[config.mk]
export PLATFORM = sky130hd
export DESIGN_NAME = ahb3lite_fault_slave
export DESIGN_NICKNAME = d
export VERILOG_FILES = /design/src/rtl/ahb3lite_pkg.sv /design/src/rtl/ahb3lite_fault_log.sv /design/src/rtl/ahb3lite_fault_slave.sv
export SDC_FILE = /design/constraint.sdc
export NUM_CORES = 1
export LEC_CHECK = 0
export ABC_AREA = 1
export CAP_MARGIN = 5
export CORE_MARGIN = 2
export CORE_UTILIZATION = 47
export DETAILED_ROUTE_END_ITERATION = 10
export GPL_TIMING_DRIVEN = 0
export PLACE_DENSITY = 0.87
export RECOVER_POWER = 25
export SLEW_MARGIN = 40
export SYNTH_ARGS = -nofsm -noshare
export SYNTH_HDL_FRONTEND = slang
export SYNTH_SLANG_ARGS = --single-unit
[constraint.sdc]
create_clock -name CLK -period 2.5 [get_ports CLK]
set_clock_uncertainty 0.15 [all_clocks]
set_input_delay 0.625 -clock CLK [delete_from_list [all_inputs] [get_ports CLK]]
set_output_delay 0.625 -clock CLK [all_outputs]
set_load 0.01 [all_outputs]
[src/rtl/ahb3lite_pkg.sv]
// Shared AHB3-Lite encodings.
// Transfer types and response codes used by bus slaves.
package ahb3lite_pkg;
  localparam logic [1:0] HTRANS_IDLE   = 2'b00;
  localparam logic [1:0] HTRANS_BUSY   = 2'b01;
  localparam logic [1:0] HTRANS_NONSEQ = 2'b10;
  localparam logic [1:0] HTRANS_SEQ    = 2'b11;
  localparam logic HRESP_OKAY  = 1'b0;
  localparam logic HRESP_ERROR = 1'b1;
endpackage

[src/rtl/ahb3lite_fault_log.sv]
// Fault capture block: last faulting transfer,
// saturating counter, sticky irq/overflow.
module ahb3lite_fault_log #(
  parameter int HADDR_SIZE = 32,
  parameter int CNT_WIDTH  = 16
) (
  input  logic                  CLK,
  input  logic                  RESETn,
  input  logic                  log_stb,
  input  logic [HADDR_SIZE-1:0] log_addr,
  input  logic                  log_write,
  input  logic [2:0]            log_size,
  input  logic                  fault_clr,
  output logic                  fault_valid,
  output logic [HADDR_SIZE-1:0] fault_addr,
  output logic                  fault_write,
  output logic [2:0]            fault_size,
  output logic [CNT_WIDTH-1:0]  fault_count,
  output logic                  fault_ovf,
  output logic                  irq
);
  always_ff @(posedge CLK or negedge RESETn) begin
    if (!RESETn) begin
      fault_valid <= 1'b0;
      fault_addr  <= '0;
      fault_write <= 1'b0;
      fault_size  <= 3'd0;
      fault_count <= '0;
      fault_ovf   <= 1'b0;
      irq         <= 1'b0;
    end else begin
      fault_valid <= log_stb;
      if (log_stb) begin
        fault_addr  <= log_addr;
        fault_write <= log_write;
        fault_size  <= log_size;
        irq         <= 1'b1;
        // a clear racing a new fault restarts the log at this fault
        if (fault_clr) begin
          fault_count <= CNT_WIDTH'(1);
          fault_ovf   <= 1'b0;
        end else begin
          if (fault_count != '1)
            fault_count <= fault_count + CNT_WIDTH'(1);
          if (irq)
            fault_ovf <= 1'b1;
        end
      end else if (fault_clr) begin
        fault_count <= '0;
        fault_ovf   <= 1'b0;
        irq         <= 1'b0;
      end
    end
  end
endmodule

[src/rtl/ahb3lite_fault_slave.sv]
// AHB3-Lite default slave: ERROR or OKAY response
// after optional wait states, with fault logging.
module ahb3lite_fault_slave
  import ahb3lite_pkg::*;
#(
  parameter int HADDR_SIZE  = 32,
  parameter int HDATA_SIZE  = 32,
  parameter int WAIT_STATES = 0,
  parameter int RESP_MODE   = 1,
  parameter logic [HDATA_SIZE-1:0] RDATA_FILL = '0,
  parameter int CNT_WIDTH   = 16
) (
  input  logic                  CLK,
  input  logic                  RESETn,
  input  logic                  HSEL,
  input  logic [HADDR_SIZE-1:0] HADDR,
  input  logic                  HWRITE,
  input  logic [2:0]            HSIZE,
  input  logic [1:0]            HTRANS,
  input  logic                  HREADY,
  output logic                  HREADYOUT,
  output logic                  HRESP,
  output logic [HDATA_SIZE-1:0] HRDATA,
  input  logic                  fault_clr,
  output logic                  fault_valid,
  output logic [HADDR_SIZE-1:0] fault_addr,
  output logic                  fault_write,
  output logic [2:0]            fault_size,
  output logic [CNT_WIDTH-1:0]  fault_count,
  output logic                  fault_ovf,
  output logic                  irq
);
  typedef enum logic [1:0] {
    ST_IDLE, ST_WAIT, ST_RESP1, ST_RESP2
  } state_t;

  localparam bit ERR_MODE = (RESP_MODE != 0);
  localparam bit HAS_WAIT = (WAIT_STATES > 0);
  localparam logic [3:0] WLOAD =
    HAS_WAIT ? 4'(WAIT_STATES - 1) : 4'd0;
  localparam state_t ST_FIRST =
    ERR_MODE ? ST_RESP1 : ST_RESP2;

  state_t                state;
  logic [3:0]            wcnt;
  logic [HADDR_SIZE-1:0] addr_q;
  logic                  write_q;
  logic [2:0]            size_q;

  logic accept;
  logic open_ph;
  logic take;
  logic log_stb;

  assign accept = HSEL & HREADY &
    ((HTRANS == HTRANS_NONSEQ) | (HTRANS == HTRANS_SEQ));
  assign open_ph = (state == ST_IDLE) | (state == ST_RESP2);
  assign take = accept & open_ph;
  assign log_stb = (take & !HAS_WAIT) |
    ((state == ST_WAIT) & (wcnt == 4'd0));

  always_ff @(posedge CLK or negedge RESETn) begin
    if (!RESETn) begin
      state   <= ST_IDLE;
      wcnt    <= 4'd0;
      addr_q  <= '0;
      write_q <= 1'b0;
      size_q  <= 3'd0;
    end else begin
      unique case (state)
        ST_IDLE, ST_RESP2: begin
          if (take) begin
            addr_q  <= HADDR;
            write_q <= HWRITE;
            size_q  <= HSIZE;
            if (HAS_WAIT) begin
              state <= ST_WAIT;
              wcnt  <= WLOAD;
            end else begin
              state <= ST_FIRST;
            end
          end else begin
            state <= ST_IDLE;
          end
        end
        ST_WAIT: begin
          if (wcnt == 4'd0)
            state <= ST_FIRST;
          else
            wcnt <= wcnt - 4'd1;
        end
        ST_RESP1: state <= ST_RESP2;
      endcase
    end
  end

  assign HREADYOUT = open_ph;
  assign HRESP =
    ((state == ST_RESP1) | ((state == ST_RESP2) & ERR_MODE))
      ? HRESP_ERROR : HRESP_OKAY;
  assign HRDATA = RDATA_FILL;

  // zero-wait faults log straight from the live address phase
  ahb3lite_fault_log #(
    .HADDR_SIZE (HADDR_SIZE),
    .CNT_WIDTH  (CNT_WIDTH)
  ) u_log (
    .CLK         (CLK),
    .RESETn      (RESETn),
    .log_stb     (log_stb),
    .log_addr    (take ? HADDR : addr_q),
    .log_write   (take ? HWRITE : write_q),
    .log_size    (take ? HSIZE : size_q),
    .fault_clr   (fault_clr),
    .fault_valid (fault_valid),
    .fault_addr  (fault_addr),
    .fault_write (fault_write),
    .fault_size  (fault_size),
    .fault_count (fault_count),
    .fault_ovf   (fault_ovf),
    .irq         (irq)
  );
endmodule
==> impl_results.md <==
* Root buffer cell: clkbuf_8
* Hold_sp: addr_q[24]
* Tmin final at 2.42 ns
* GR Layer Usage met1 at 0.242
* CP Max Fanout at 3
* Arrival time worst endpoint at 1.65 ns
* Ant diodes at 0
* Status: finished with violations
* Starting Density at 0.478
* PD cells at 1040 nW/um^2
* TritonCTS clock tree: built
* Drt drc at 0
* Synthesized area per cell at 8.93 sq um
* RR Endpoint: u_log.fault_addr[2]
* Worst path cell trace: buf_4 -> ha_1 -> or2_2 -> dlygate4sd2_1
* Slew HR at -0.111
* Ratio of cells with drive above 1 in the final layout at 0.122
* CP Capture Type: primary output
* Register area share after synthesis at 0.561
* Die Footprint at 10000 sq um
* Hold slack final at 0.331 ns
* Slew Limit Fails at 36
* Vias in the first global route at 3590
* Hold EP: addr_q[24]
* Chip width at 100 um
* Clock power frac at 0.182
* F_max at 0.413 GHz
* Fin crit share at 0.970
* All-Layer GR Usage at 0.198
* HPWL Detailed at 7130 um
* Worst endpoint required time at 1.73 ns
* WL/cell at 13.1 um
* First-pass GRT wire length at 15900 um
* Slew @ Worst Pin at 1.67 ns
* Finish-stage setup viols at 0
* Distinct cells, synth at 27
* Net Sw Power at 0.00204 W
* IO buf count at 98
* Pin count of the biggest net entering global routing at 63
* Worst Setup Start Kind: flip-flop
* Sw Ratio at 0.338
* Vias per inst at 4.84
* Die Y at 100 um
* Clock sink total at 97
* Remaining global-route overflow at 0
* # H-tree levels at 3
* Setup_tns at 0 ns
* DRT iter0 DRCs at 164
* Hold Violations, Final at 0
* Syn. warnings at 0
* Routed WL at 9730 um
* Grt met2 use at 0.352
* Layout area overhead at 34.5%
* Peak VDD IR at 0.642 mV
* Flop and latch count out of synthesis at 97
* DRT Pass-1 Iters at 5
* IO Pins at 132
* Share of power burned in registers at 0.411
* Max-cap viol count at 1
* Longest Clk Path Bufs at 2
* TritonCTS buffer count at 9
* Logic pwr share at 0.407
* Hold-fix buffers, CTS at 0
* Clock Latency Late Sink at 0.34 ns
* Cell Area, Synth at 4330 sq um
* Internal at 0.00400 W
* Num rows at 35
* Most common cell after layout, fill and taps aside: nand2_1
* Clock transition at path regs at 0.08 ns
* Hold Path Cell Cnt at 2
* Mapped Cells at 485
* Core area at 9060 sq um
* Via count at 3593
* Worst reg2reg path startpoint: state[0]
* GPL Wtd Cong at 0.833
* Routed Antenna Nets at 0
* Most used routing layer: met2
* P_leak at 2.84 nW
* Worst Hold Class: flip-flop to flip-flop
* Met3 usage at 0.0390
* Worst r2r path cells at 9
* Initial antenna violation count at 0
* Critical path's largest stage delay at 0.40 ns
* Crit path kind: flip-flop to primary output
* Slowest-stage cell, CP: dfrtp_1
* Flop-to-flop setup slack at 0.45 ns
* Nets at 676
* Failing checks: capacitance limit, slew limit
* Most frequent cells in the layout: nand2_1, dfrtp_1, clkdlybuf4s50_1, nor2_1, buf_4
layout make-up:
class | instances | area, sq um
multi-input cells | 348 | 1590
clock buffers | 10 | 138
flip-flops and latches | 97 | 2430
repair buffers | 101 | 1020
inverters | 23 | 87.6
clock inverters | 5 | 80.1
well taps | 111 | 139
plain buffers | 48 | 343
fillers | 758 | 3240
worst max path at each step:
stage | from | endpoint | slack, ns | cells after the start
floorplan | state[0] | u_log.fault_count[9] | 0.69 | 12
global placement | RESETn | addr_q[14] | -2.75 | 1
detailed placement | HREADY | u_log.fault_addr[0] | 0.13 | 8
CTS | state[0] | HREADYOUT | 0.06 | 3
global route | state[0] | HRESP | -0.001 | 4
finish | state[0] | HRESP | 0.08 | 4
layer usage:
layer,vias up,part of all wire
met3,12,0.047
met4,0,0.011
met2,96,0.51
met5,-,0
li1,1770,-
met1,1715,0.43
cell usage after synthesis:
cell type,instances,area [sq um]
nand3_2,1,10.0
o21ai_1,2,10.0
nand2_4,1,11.3
clkinv_2,1,5.00
dfrtp_1,97,2430
o21bai_1,4,30.0
nand2_2,2,12.5
conb_1,1,3.75
a21oi_2,1,8.76
a21oi_1,1,5.00
o21ai_0,11,55.1
clkinv_1,1,3.75
buf_2,10,50.1
buf_4,37,278
nand3_1,13,65.1
or2_2,2,12.5
nand4_1,4,25.0
buf_8,1,15.0
xor2_1,7,61.3
ha_1,5,62.6
a31oi_1,37,231
nand2_1,168,631
inv_1,21,78.8
nor2_1,52,195
o21ai_2,2,17.5
xnor2_1,2,17.5
nor2_2,1,6.26
through the flow:
step	std cells	power (W)	utilization	worst slack, ns	cell area (sq um)
after floorplan	516	0.00379	-	0.693	4450
after global placement	725	0.00485	0.614	-2.75	5570
after detailed placement	726	0.00498	0.617	0.126	5590
after CTS	741	0.00608	0.641	0.0575	5810
after global routing	743	0.00647	0.642	-0.00121	5820
final	743	0.00604	0.642	0.0760	5820
state kept, by name, summed over array words and instances, names as in the netlist, 2 cells and up:
signal	count
state	2
wcnt	4
addr_q	32
u_log.fault_size	3
u_log.fault_addr	32
size_q	3
u_log.fault_count	16
power groups by stage:
| stage | Combinational [W] | Sequential [W] | Clock, W |
|---|---|---|---|
| 2_1_floorplan | 0.00118 | 0.00261 | 0 |
| 3_3_place_gp | 0.00236 | 0.00249 | 0 |
| 3_5_place_dp | 0.00246 | 0.00251 | 0 |
| 4_1_cts | 0.00246 | 0.00249 | 0.00113 |
| 5_1_grt | 0.00272 | 0.00255 | 0.00120 |
| 6_report | 0.00246 | 0.00249 | 0.00110 |
cells by family after synthesis:
| logic type | synth area share |
|---|---|
| AO/OA/AOI/OAI | 0.0827 |
| XOR/XNOR | 0.0182 |
| adder cells (fa/ha/maj) | 0.0145 |
| buffers and inverters | 0.0994 |
| flip-flops | 0.561 |
| other | 0.000866 |
| AND/OR/NAND/NOR | 0.224 |
timing repair:
item / 4_1_cts / 5_1_grt
setup endpoints to repair: 1 / 1
endpoints found under the hold margin: 0 / 0
gates resized for setup: 1 / 0
setup buffers: 0 / 2
critical path, delay by kind of cell, from the launching register on:
| family | cells | cell delay (ns) |
|---|---|---|
| flops | 1 | 0.40 |
| fa+ha+maj | 1 | 0.19 |
| buf+inv | 2 | 0.43 |
| simple gates | 1 | 0.30 |
Power figures use the tool's default switching activity.
